### src/rtl/store_buffer.sv
// Word-granular store FIFO between MEM stage and data memory; drains head when no load owns the port.
// Loads forward youngest matching entry in 0 cycles; st_ready drops when full (no full pass-through).
module store_buffer #(
    parameter int DEPTH = 4
) (
    input  logic                     clk,
    input  logic                     reset,
    input  logic                     st_valid,
    output logic                     st_ready,
    input  logic [31:0]              st_addr,
    input  logic [31:0]              st_data,
    input  logic [31:0]              st_pc,
    input  logic                     ld_valid,
    input  logic [31:0]              ld_addr,
    output logic [31:0]              ld_data,
    output logic                     dm_we,
    output logic [31:0]              dm_addr,
    output logic [31:0]              dm_wdata,
    output logic [31:0]              dm_pc,
    input  logic [31:0]              dm_rdata,
    output logic                     empty,
    output logic [$clog2(DEPTH):0]   count
);
    localparam int PW = $clog2(DEPTH);
    localparam int CW = PW + 1;

    typedef struct packed {
        logic [31:0] addr;
        logic [31:0] data;
        logic [31:0] pc;
    } entry_t;

    entry_t          buf_q [DEPTH];
    logic [PW-1:0]   head;
    logic [PW-1:0]   tail;
    logic [CW-1:0]   count_q;
    logic            push;
    logic            pop;
    logic            fwd_hit;
    logic [31:0]     fwd_data;

    assign st_ready = (count_q != CW'(DEPTH));
    assign empty    = (count_q == '0);
    assign count    = count_q;
    assign push     = st_valid && st_ready;
    assign pop      = !ld_valid && !empty;

    always_ff @(posedge clk) begin
        if (reset) begin
            head    <= '0;
            tail    <= '0;
            count_q <= '0;
        end else begin
            if (push) tail <= tail + PW'(1);
            if (pop)  head <= head + PW'(1);
            case ({push, pop})
                2'b10:   count_q <= count_q + CW'(1);
                2'b01:   count_q <= count_q - CW'(1);
                default: count_q <= count_q;
            endcase
        end
    end

    // Entry storage needs no reset: validity is defined by head/count alone.
    always_ff @(posedge clk) begin
        if (push) begin
            buf_q[tail] <= '{addr: st_addr, data: st_data, pc: st_pc};
        end
    end

    // Walk oldest to youngest so a later match overrides an earlier one.
    always_comb begin
        fwd_hit  = 1'b0;
        fwd_data = '0;
        for (int i = 0; i < DEPTH; i++) begin
            if ((CW'(i) < count_q) &&
                (buf_q[head + PW'(i)].addr[31:2] == ld_addr[31:2])) begin
                fwd_hit  = 1'b1;
                fwd_data = buf_q[head + PW'(i)].data;
            end
        end
    end

    assign ld_data = fwd_hit ? fwd_data : dm_rdata;

    always_comb begin
        dm_we    = 1'b0;
        dm_addr  = '0;
        dm_wdata = '0;
        dm_pc    = '0;
        if (ld_valid) begin
            dm_addr = ld_addr;
        end else if (!empty) begin
            dm_we    = 1'b1;
            dm_addr  = buf_q[head].addr;
            dm_wdata = buf_q[head].data;
            dm_pc    = buf_q[head].pc;
        end
    end
endmodule

### config.mk
export PLATFORM = sky130hd
export DESIGN_NAME = store_buffer
export DESIGN_NICKNAME = d
export VERILOG_FILES = /design/src/rtl/store_buffer.sv
export SDC_FILE = /design/constraint.sdc
export NUM_CORES = 1
export LEC_CHECK = 0
export CAP_MARGIN = 20
export CELL_PAD_IN_SITES_DETAIL_PLACEMENT = 0
export CELL_PAD_IN_SITES_GLOBAL_PLACEMENT = 1
export CORE_MARGIN = 10
export CORE_UTILIZATION = 47
export DETAILED_ROUTE_END_ITERATION = 10
export PLACE_DENSITY = 0.9
export SYNTH_ARGS = -nofsm -noshare
export SYNTH_HDL_FRONTEND = slang
export SYNTH_SLANG_ARGS = --single-unit
### constraint.sdc
create_clock -name clk -period 5 [get_ports clk]
set_clock_uncertainty 0.15 [all_clocks]
set_input_delay 1 -clock clk [delete_from_list [all_inputs] [get_ports clk]]
set_output_delay 1 -clock clk [all_outputs]
set_load 0.02 [all_outputs]
* Yosys cells after proc, flatten, opt, wreduce, memory -nomap -nowiden *
Memory sizes are Yosys's and may differ from the RTL's. A register that Yosys moved wholly into a read port is not among the register bits.
Index checks and enable logic that the tools add are counted.

storage, ports and cells
  register bits after elaboration = 7
  bits in writable memories = 384
  bits of input ports = 164
  output and inout bits = 134
  logic and storage cells = 53
  memories = 1

cells by class
  add/subtract/negate cells = 6
  magnitude comparators = 4
  equal/unequal tests = 7
  muxes and demuxes = 22
  reduce and logical (&&, ||, !) cells = 10

memories
  memory  depth  bits a word  rd ports  clocked after memory_dff  wr ports  RTL line  RTL
  buf_q   4      96           4         1                         1         33        entry_t buf_q [DEPTH];

operators by type and width
  operator                                              count
  two-way mux 32 bit                                    11
  equality test 30 bit                                  4
  two-way mux 1 bit                                     8
  logical AND 1 bit                                     6
  < comparator 1 x 3 -> 1 bit (first input constant)    2
  < comparator 2 x 3 -> 1 bit (first input constant)    2
  case mux 3 bit (2 select lines)                       1
  adder 2 x 1 -> 2 bit (second input constant)          2
  adder 2 bit (second input constant)                   2
  two-way mux 2 bit                                     2
  adder 3 x 1 -> 3 bit (second input constant)          1
  logical NOT 3 bit                                     1
  != test 3 bit (second input constant)                 1
  subtractor 3 x 1 -> 3 bit (second input constant)     1
  equality test 2 x 1 -> 1 bit (second input constant)  1
  equality test 2 bit (second input constant)           1
  logical NOT 1 bit                                     2
  nonzero test 2 bit                                    1

* Depth between registers and ports, before layout *
Gate-level depths: netlist of run 1.
An unclocked memory read counts as a cell.

  word-level depth = 8
  gate-level depth with buffers = 14
  depth with buffers taken out = 9

* Worst setup path before layout of run 1 *
OpenSTA, ideal clock, no wires.

  kind = input-to-output
  start point = input port ld_addr[10]
  end point = output port ld_data[20]
  arrival time = 3.527 ns
  data required time = 3.850 ns
  setup slack = 0.323 ns
  stages = 11
  buffers on the path = 3
  cell sequence = clkbuf_1 -> inv_1 -> a222oi_1 -> a31oi_1 -> nor3_1 -> nand3_1 -> or2_2 -> clkbuf_1 -> clkbuf_1 -> o211a_1 -> o31ai_1

on the way
  longest elaborated chain between the ends = 7
  elaborated cells on any way between the ends = 17
  those cells by class = eq/ne (4); mux (9); reduce/logical (4)

ends and longest elaborated chain
  item                                                                          RTL line  RTL
  from (decl)                                                                   14        input logic [31:0] ld_addr,
  equality test 30 bit                                                          77        (buf_q[head + PW'(i)].addr[31:2] == ld_addr[31:2])) begin
  logical AND 1 bit                                                             76        if ((CW'(i) < count_q) &&
  two-way mux 32 bit / two-way mux 1 bit (equally long branches) (4 in series)  76
  two-way mux 32 bit *                                                          84        assign ld_data = fwd_hit ? fwd_data : dm_rdata;
  to (decl)                                                                     15        output logic [31:0] ld_data,

Every way passes the cells marked *; elsewhere a longest branch is shown, timed or not.

==> results of run 1 <==
==> kinds of logic (layout without fill, tap and decap cells) <==
logic type	after synthesis	count (layout)	synth area share (%)
and+or+nand+nor	245	245	5.47
buffers and inverters	188	662	4.08
AOI/OAI and AO/OA	275	275	8.92
xor gates and xnor gates	121	121	4.65
muxes	313	313	25.0
DFF	393	393	51.4
adders and majority gates	9	9	0.494
other	0	6	0
==> where the power goes <==
part / internal [W] / leakage (nW) / total, W / switching [W]
logic: 0.00286 / 5.78 / 0.00569 / 0.00284
clock network: 0.00213 / 0.749 / 0.00346 / 0.00134
registers: 0.00393 / 3.60 / 0.00412 / 0.000190
==> sequential cells by signal, summed over array words and instances, names as in the netlist, named ones only <==
register  cells
buf_q       384
tail          2
head          2
count         3
==> layout make-up <==
cell class | count | share of cell area, %
multi-input combinational | 963 | 35.2
timing repair buffer | 540 | 17.2
clock inverter | 28 | 1.37
tap | 615 | 2.58
inverter | 43 | 0.540
sequential | 393 | 39.3
clock buffer | 51 | 3.85
antenna | 6 | 0.0503
==> cells in the final DEF, fill, tap and decap left out, drive strengths merged, types with 9 or more instances in the layout <==
cell and instances:
edfxtp 384, buf 274, clkdlybuf4s50 265, mux4 193
o21ai 101, mux2i 83, xnor2 82, nand2 73
and2 66, clkbuf 51, nor2 47, inv 46
xor2 39, mux2 37, a2bb2oi 36, a22o 32
o211a 32, o31ai 32, nand4 22, clkinv 12
nand3 11, ha 9, bufinv 9, dfxtp 9
==> per-stage QoR <==
step / hold slack, ps / cells / TNS [ps]
finish: 449 / 2639 / -5900
global route: 489 / 2636 / -10170
CTS: 449 / 2625 / -5260
detailed placement: 431 / 2534 / -19450
global placement: 411 / 2534 / -18260
floorplan: 388 / 1544 / 0
==> metal layers <==
metal,GRT usage (%),vias to the layer above,routed length [um]
met5,0,-,32
met4,8.19,4,2220
met3,4.91,138,5720
met2,39.3,768,34100
met1,30.2,8253,27400
li1,-,7057,-
==> critical path, delay by kind of cell (launching register included) <==
| kind | cells | cell delay (ps) |
|---|---|---|
| XOR/XNOR | 1 | 190 |
| AO/OA/AOI/OAI | 3 | 420 |
| AND/OR/NAND/NOR | 3 | 1160 |
| buffers and inverters | 5 | 730 |
| multiplexers | 1 | 600 |
| flip-flops | 1 | 430 |
==> path summary, 6_finish.rpt <==
check	start	end	slack [ps]	cells past startpoint
max reg2reg	count[0]	buf_q[1][10]	2180	5
min	tail[0]	tail[0]	450	2
max	flip-flop	ld_data[24]	-250	13
min reg2reg	tail[0]	tail[0]	450	2
==> what timing repair did <==
item / CTS / global route
pin swaps: 11 / 6
resized for setup: 226 / 40
buffers inserted: 9 / 10
cloned: 3 / 0
setup endpoints to repair: 32 / 32
==> reports/qor.yml, run 1 <==
layout:
  multiInputGateArea_sq_um: 10500
  post_layout_utilization_of_the_core_pct: 62.4
  postLayoutCellArea_sq_um: 29900
  layout_overhead_on_the_synthesized_area_pct: 31.1
  finalNetCount: 2158
  layout_cells_sized_above_1_pct: 31.3
  final.fill_count: 3483
  area.sequential_sq_um: 11700
floorplanning:
  die-height_um: 240
  io_pins: 298
  floorplan.die.width_um: 240
  area_of_the_core_region_sq_um: 47800
  floorplan.initialDensity_pct: 47.6
  dieArea_sq_um: 57700
  cell_row_count: 80
logic_synthesis:
  postSynthRegisterBits: 393
  synth_cell_types: 63
  post_synthesis_mean_instance_area_sq_um: 14.8
  synthTopCellsByArea: "edfxtp_1, mux4_2, mux2i_1, xnor2_1, mux4_1"
  yosys_warnings: 0
  synth_fp_nets: 1717
  synth_ff_type: "edfxtp_1"
  async_flop_share_pct: 0
  top_count_cell_post_synth: "edfxtp_1"
  synth_top_area_share_pct: 50.6
  synth_largest_area_cell: "edfxtp_1"
  syn_inst: 1544
  synth.cells.most_frequent: "edfxtp_1, mux4_2, o21ai_0"
  number_of_enable_flip_flop_cells_after_synthesis: 384
  yosysSeqAreaShare_pct: 51.4
  mappedNetlistArea_sq_um: 22800
detailed_routing:
  route.final.wire_length_um: 69500
  avgViaCountPerCell: 6.15
  detail-route-antenna-nets: 0
  pre_repair_dr_iteration_count: 8
  vias: 16220
  first_iter_violations: 1665
  wire_per_inst_um: 26.3
  drt_drc_violations_left: 0
critical_path:
  cp.required_ps: 3850
  critical_path.slowest_cell: "mux4_1"
  crit_path_max_incr_delay_ps: 600
  timing.critical_path.fanout_max: 6
  setup.worst_path.end_class: "output pin"
  startpoint_types: "flip-flop"
  timing.critical_path.arrival_ps: 4100
  cp_cell_instances: "buf_4, mux4_1, xor2_1, nor4_2, nand4_1, or4_4, buf_6, o2111ai_4, buf_12, buf_8, a2bb2oi_2, o31ai_2, buf_4"
  worst_path_most_repeated_cell: "buf_4"
  timing.setup.critical_path_class: "flip-flop to output pin"
sta:
  maxSlewHeadroom_pct: 30.6
  finalWorstPathRequiredPeriod_ps: 5250
  period_share_pct: 105
  postLayoutSetupSlackWorst_ps: -246
  max_freq_mhz: 191
  rsz0062_at_grt: "true"
  final-max-slew-violation-count: 0
  finalHoldViolCount: 0
  setup_viol_count_final: 32
  worst_tran_pin_value_ps: 1040
clock_network:
  clockBufferDepth: 3
  cts_tree: "done"
  worst_skew_pair.late_latency_ps: 570
  clock_tree.root_cell: "clkbuf_16"
  cts_htree_levels: 2
  clkSinkCount: 393
  clk_pin_slew_worst_paths_ps: 50
  cts_inserted_buffers: 44
  holdBufCountCts: 0
pwr:
  vdd.ir_drop.worst_mv: 0.407
  p_leak_nw: 10.1
  power_per_cell_area_nw_per_um2: 445
  power_w: 0.0133
status:
  failed_checks: "setup timing"
  status: "complete, but fails checks"
flow_run:
  maxCapViolations: 0
grt:
  grt_antenna_before_repair: 8
  grt_first_pass_wirelength_um: 104000
  grt_pass1_vias: 16715
  globalRoute.totalOverflow: 0
  grt_max_degree: 107
  gr-usage-all-layers_pct: 23.6
placement:
  placement.cell_area_sq_um: 27800
  gpl.final_weighted_congestion: 0.915
  detailed_place_hpwl_um: 48000
  buffer_ports.inserted: 297
  place_worst_setup_slack_ps: -662
min_path:
  class_of_the_tightest_hold_or_removal_check: "flip-flop to flip-flop"
No activity file was read; power rests on OpenSTA's default activity.
==> run 2: changes to the inputs <==
TNS_END_PERCENT = 1   (was unset)
==> reports/qor.yml, run 2 (synthesis results as in run 1) <==
sta:
  postLayoutSetupSlackWorst_ps: -255  # was -246 ps
  rsz0062_at_grt: "true"  # unchanged
  finalHoldViolCount: 0  # unchanged
  smallest_hold_slack_ps: 451  # was 449 ps
  final-max-slew-violation-count: 0  # unchanged
  setup_viol_count_final: 32  # unchanged
  period_share_pct: 105  # about the same
  maxSlewHeadroom_pct: 30.7  # was 30.6%
  finalWorstPathRequiredPeriod_ps: 5260  # was 5250 ps
  worst_tran_pin_value_ps: 1040  # about the same
  max_freq_mhz: 190  # was 191 MHz
status:
  status: "complete, but fails checks"  # unchanged
  failed_checks: "setup timing"  # unchanged
pwr:
  power.clock.fraction_pct: 26.1  # about the same
  share_seq_of_total_power_pct: 31.1  # was 31.0%
  vdd.ir_drop.worst_mv: 0.407  # about the same
  switchingPower_w: 0.00436  # about the same
  power_w: 0.0133  # about the same
  internal_power_w: 0.00891  # about the same
  combPwrFrac_pct: 42.8  # was 42.9%
  power_per_cell_area_nw_per_um2: 446  # was 445 nW/um^2
  swShare_pct: 32.8  # was 32.9%
  p_leak_nw: 10.1  # about the same
detailed_routing:
  pre_repair_dr_iteration_count: 5  # was 8
  wire_per_inst_um: 26.2  # was 26.3 um
  vias: 16085  # was 16220
  avgViaCountPerCell: 6.10  # was 6.15
  drt_drc_violations_left: 0  # unchanged
  route.final.wire_length_um: 69200  # was 69500 um
  detail-route-antenna-nets: 0  # unchanged
  first_iter_violations: 1532  # was 1665
layout:
  final.fill_count: 3499  # was 3483
  post_layout_utilization_of_the_core_pct: 62.2  # was 62.4%
  layout_overhead_on_the_synthesized_area_pct: 30.7  # was 31.1%
  largest_register: "buf_q"  # unchanged
  most-common-layout-cells: "edfxtp_1, clkdlybuf4s50_1, buf_4"  # unchanged
  finalNetCount: 2156  # was 2158
  mostFrequentLayoutCell: "edfxtp_1"  # unchanged
  flip_flop_count_of_the_largest_register_all_copies_and_words_added: 384  # unchanged
  multiInputGateArea_sq_um: 10400  # was 10500 sq um
  area.sequential_sq_um: 11700  # unchanged
  layout_cells_sized_above_1_pct: 30.8  # was 31.3%
grt:
  use_met3_pct: 4.90  # was 4.91%
  global_route.usage.met2_pct: 39.3  # about the same
  top_usage_layer: "met2"  # unchanged
  grt_antenna_before_repair: 8  # unchanged
  grt_first_pass_wirelength_um: 103000  # was 104000 um
  grt_pass1_vias: 16757  # was 16715
  grt_max_degree: 107  # unchanged
  globalRoute.totalOverflow: 0  # unchanged
  met1_usage_pct: 30.1  # was 30.2%
  gr-usage-all-layers_pct: 23.6  # about the same
min_path:
  worstHoldStart: "tail[0]"  # unchanged
  timing.hold.worst_endpoint: "tail[0]"  # unchanged
  class_of_the_tightest_hold_or_removal_check: "flip-flop to flip-flop"  # unchanged
  worstHoldPathCells: 2  # unchanged
floorplanning:
  area_of_the_core_region_sq_um: 47800  # unchanged
  die-height_um: 240  # unchanged
  io_pins: 298  # unchanged
  floorplan.die.width_um: 240  # unchanged
  cell_row_count: 80  # unchanged
  dieArea_sq_um: 57700  # unchanged
  floorplan.initialDensity_pct: 47.6  # unchanged
placement:
  detailed_place_hpwl_um: 48000  # unchanged
  buffer_ports.inserted: 297  # unchanged
  gpl.final_weighted_congestion: 0.915  # unchanged
  place_worst_setup_slack_ps: -662  # unchanged
clock_network:
  cts_inserted_buffers: 44  # unchanged
  cts_tree: "done"  # unchanged
  worst_skew_pair.late_latency_ps: 570  # about the same
  clockBufferDepth: 3  # unchanged
  cts_htree_levels: 2  # unchanged
  clk_pin_slew_worst_paths_ps: 50  # about the same
  clkSinkCount: 393  # unchanged
  holdBufCountCts: 0  # unchanged
  clock_tree.root_cell: "clkbuf_16"  # unchanged
critical_path:
  startpoint_types: "flip-flop"  # unchanged
  worst-r2r-cell-count: 5  # unchanged
  rr_endpoint: "buf_q[1][10]"  # unchanged
  setup.worst_path.end_class: "output pin"  # unchanged
  cp.required_ps: 3850  # about the same
  timing.setup.critical_path_class: "flip-flop to output pin"  # unchanged
  timing.critical_path.arrival_ps: 4110  # was 4100 ps
  timing.critical_path.fanout_max: 8  # was 6
  rrSetupSlack_ps: 2190  # was 2180 ps
  launching_point_of_the_worst_reg2reg_path: "count[0]"  # unchanged
flow_run:
  maxCapViolations: 0  # unchanged
-- run 2: changes by cell type in the layout (fill, tap and decap cells not counted), sizes merged --
cell	delta
buf	-2
-- run 2: layer usage --
layer | routed length, um | share of wire (%)
met2 | 34000 | 49
met3 | 5550 | 8.0
met1 | 27500 | 40
met5 | 32 | 0.046
met4 | 2140 | 3.1
-- run 2: worst max path at each step --
stage	cells after the start	endpoint
after global placement	9	ld_data[24]
after floorplan	11	ld_data[20]
final	12	ld_data[16]
after CTS	10	ld_data[3]
after global routing	12	ld_data[16]
after detailed placement	9	ld_data[3]
-- run 2: area by class of cell --
cell class                      instances  share of cell area [%]
Clock inverter                         28                    1.38
Tap cell                              615                    2.58
Sequential cell                       393                    39.4
Timing Repair Buffer                  538                    17.1
Antenna cell                            6                  0.0504
Clock buffer                           51                    3.86
Multi-Input combinational cell        963                    35.1
Inverter                               43                   0.542
-- run 2: metrics by stage --
stage / cell area (sq um) / std cells / TNS (ps)
after floorplan: 22800 / 1544 / 0
final: 29800 / 2637 / -6750
after global placement: 27800 / 2534 / -18260
after detailed placement: 27800 / 2534 / -19450
after CTS: 29500 / 2625 / -5330
after global routing: 29800 / 2634 / -11250
-- run 2: repair_timing --
| item | in CTS | in global routing |
|---|---|---|
| endpoints found under the setup margin | 32 | 32 |
| buffers inserted | 9 | 8 |
| resized for setup | 210 | 34 |
| pin swaps | 12 | 7 |
| cloned | 3 | 0 |
-- run 2: worst max-delay path, cell delays in order (launching register included) --
cell and delay (ps):
dfxtp_4 430, buf_4 130, mux4_1 610, xor2_1 190, nor4_2 390, nand4_1 180
or4_4 590, buf_6 140, o2111ai_4 240, buf_12 220, a2bb2oi_2 140, o31ai_1 100
buf_2 180
-- run 2: power by group through the flow --
stage                     sequential [W]  combinational (W)  clock (W)
final                            0.00412            0.00568    0.00346
after global routing             0.00415            0.00600    0.00366
after CTS                        0.00412            0.00562    0.00352
after global placement           0.00415            0.00543          0
after floorplan                  0.00412            0.00353          0
after detailed placement         0.00418            0.00547          0
==> edit: new RTL, flow settings as in run 1 <==
Register the output `count` once more; this adds one clock of latency there. The other outputs are not delayed to match.
--- a/src/rtl/store_buffer.sv
+++ b/src/rtl/store_buffer.sv
@@ -41,7 +41,9 @@
 
     assign st_ready = (count_q != CW'(DEPTH));
     assign empty    = (count_q == '0);
-    assign count    = count_q;
+    always_ff @(posedge clk) begin
+        count <= count_q;
+    end
     assign push     = st_valid && st_ready;
     assign pop      = !ld_valid && !empty;
 
Function: not settled (the Yosys comparison gave no result); the edit may change what the design does.
==> edit against run 1 <==
The run still ends with setup timing left; cell area is 5.5% higher; worst setup slack worse by 0.086 ns; power is 1.1% higher; area after synthesis is 1.5% higher; core utilization is 2.2 points higher; global-route usage is 1.1 points higher; clock power is 8.4% lower; sequential cell count is 3 higher; routed wire length is 9.7% higher.
==> edit: results (changes against run 1) <==
CTS
  • CTS Buf Count: 44 (unchanged)
  • CTS max path bufs: 3 (unchanged)
  • # H-tree levels: 2 (unchanged)
  • Worst-Skew Late Latency: roughly 0.58 ns

Pwr
  • Max IR drop VDD: 371 uV (was 407 uV)
  • Static leakage: 11.1 nW (was 10.1 nW)

STA
  • Final setup viols: 32 (unchanged)
  • Worst setup margin: -0.332 ns (was -0.246 ns)
  • Rel. slew slack: 0.303 (was 0.306)
  • Setup TNS: -6.97 ns (was -5.90 ns)

Synthesis
  • Ys async rst share: 0 (unchanged)
  • Synth cell count leaders: edfxtp_1 (384), mux4_2 (184), a21oi_1 (105), xnor2_1 (97), clkbuf_1 (92) (was edfxtp_1 (384), mux4_2 (168), o21ai_0 (100), mux2i_1 (83), xnor2_1 (82))
  • Synth area leaders: edfxtp_1 (50%), mux4_2 (18%), mux2i_1 (3.9%), xnor2_1 (3.7%), a21oi_1 (2.3%) (was edfxtp_1 (51%), mux4_2 (17%), mux2i_1 (3.6%), xnor2_1 (3.2%), mux4_1 (2.9%))
  • Post-synthesis cell count: 1,606 (was 1,544)
  • Distinct cells, synth: 69 (was 63)
  • Post-synthesis sequential area ratio: 0.509 (was 0.514)
  • Synthesized Nets: 1,779 (was 1,717)

Placement
  • Worst slack, placed: -0.663 ns (was -0.662 ns)
  • Post-detail-place hpwl: 51,900 um (was 48,000 um)
  • Gpl congestion: 0.960 (was 0.915)
  • Placed cell count: 2,667 (was 2,534)

Drt
  • Routed wire length: 76,200 um (was 69,500 um)
  • DRT iter0 DRCs: 1,701 (was 1,665)
  • DR vias/cell: 6.24 (was 6.15)
  • Pre-Repair DR Iteration Count: 5 (was 8)
  • Wire per inst: 27.1 um (was 26.3 um)

GRT
  • First-pass GRT wire length: 112,000 um (was 104,000 um)
  • GRT Overall Usage: 0.247 (was 0.236)
  • Largest net degree at the start of global routing: 108 (was 107)
  • Initial antenna violation count: 13 (was 8)
  • Vias in the first global route: 17.6k (was 16.7k)

Run status
  • Status: finished, violations left (unchanged)
  • Failing checks: setup timing (unchanged)

Layout
  • Layout cell share with drive strength beyond 1: 0.365 (was 0.313)
  • Biggest regs: buf_q (384), count (3), count_q (3)
  • NumNets Final: 2,274 (was 2,158)

Critical path
  • Crit path arrival time: 4.18 ns (was 4.10 ns)
  • Reg2reg setup slack: 2.28 ns (was 2.18 ns)
==> edit: layout make-up <==
type | count | area (um2)
Antenna cell | 8 | 20.0
Inverter | 18 | 67.6
Sequential cell | 396 | 11800
Clock buffer | 56 | 1170
Tap cell | 664 | 831
Fill cell | 3450 | 17200
Timing Repair Buffer | 607 | 6010
Multi-Input combinational cell | 1034 | 11400
Clock inverter | 26 | 246
==> edit: final timing paths <==
path,start,to,depth (start not counted)
max reg2reg,count_q[0],buf_q[3][82],6
min reg2reg,count_q[2],count[2],0
min,count_q[2],count[2],0
max,head[0],ld_data[1],13
==> edit: power breakdown <==
group	internal (mW)	total (mW)	switching (mW)	leakage [nW]
Combinational	2.99	6.11	3.13	6.74
Sequential	3.96	4.14	0.181	3.63
Clock	1.82	3.17	1.35	0.689
==> edit: cells by family (layout without fill, tap and decap cells) <==
logic type / Yosys count / after routing / synth area share
flops: 396 / 396 / 0.509
compound gates: 322 / 322 / 0.104
mux: 318 / 318 / 0.240
other cells: 0 / 8 / 0
fa+ha+maj: 9 / 9 / 0.00487
simple gates: 275 / 275 / 0.0651
buf+inv: 176 / 707 / 0.0355
xor+xnor: 110 / 110 / 0.0423
==> edit: repair_timing <==
action / CTS / global route
gates cloned: 3 / 4
setup endpoints to repair: 32 / 32
setup buffers: 34 / 13
pin swaps: 37 / 65
gates resized for setup: 234 / 95
==> edit: worst max-delay path, cell delays in order (launching register included) <==
cell and delay, ns:
dfxtp_4 0.39, buf_12 0.15, buf_6 0.12, buf_4 0.12, mux4_2 0.36, xnor2_2 0.17
nand4_1 0.23, or3_4 0.45, or3_4 0.51, clkbuf_16 0.22, o41ai_2 0.29, o22ai_1 0.14
a22oi_1 0.22, buf_2 0.20
==> edit: through the flow <==
step           hold slack, ns  cell area [um2]
6_report                0.323            31500
5_1_grt                 0.333            31500
4_1_cts                 0.323            30700
3_5_place_dp            0.314            28600
3_3_place_gp            0.302            28600
2_1_floorplan           0.237            23100
==> edit: metal layers <==
| metal | track usage | share of wire | vias up |
|---|---|---|---|
| met3 | 0.0520 | 0.088 | 182 |
| met1 | 0.317 | 0.39 | 8870 |
| li1 | - | - | 7559 |
| met2 | 0.409 | 0.48 | 901 |
| met4 | 0.0915 | 0.037 | 12 |
| met5 | 0 | 0.00077 | - |
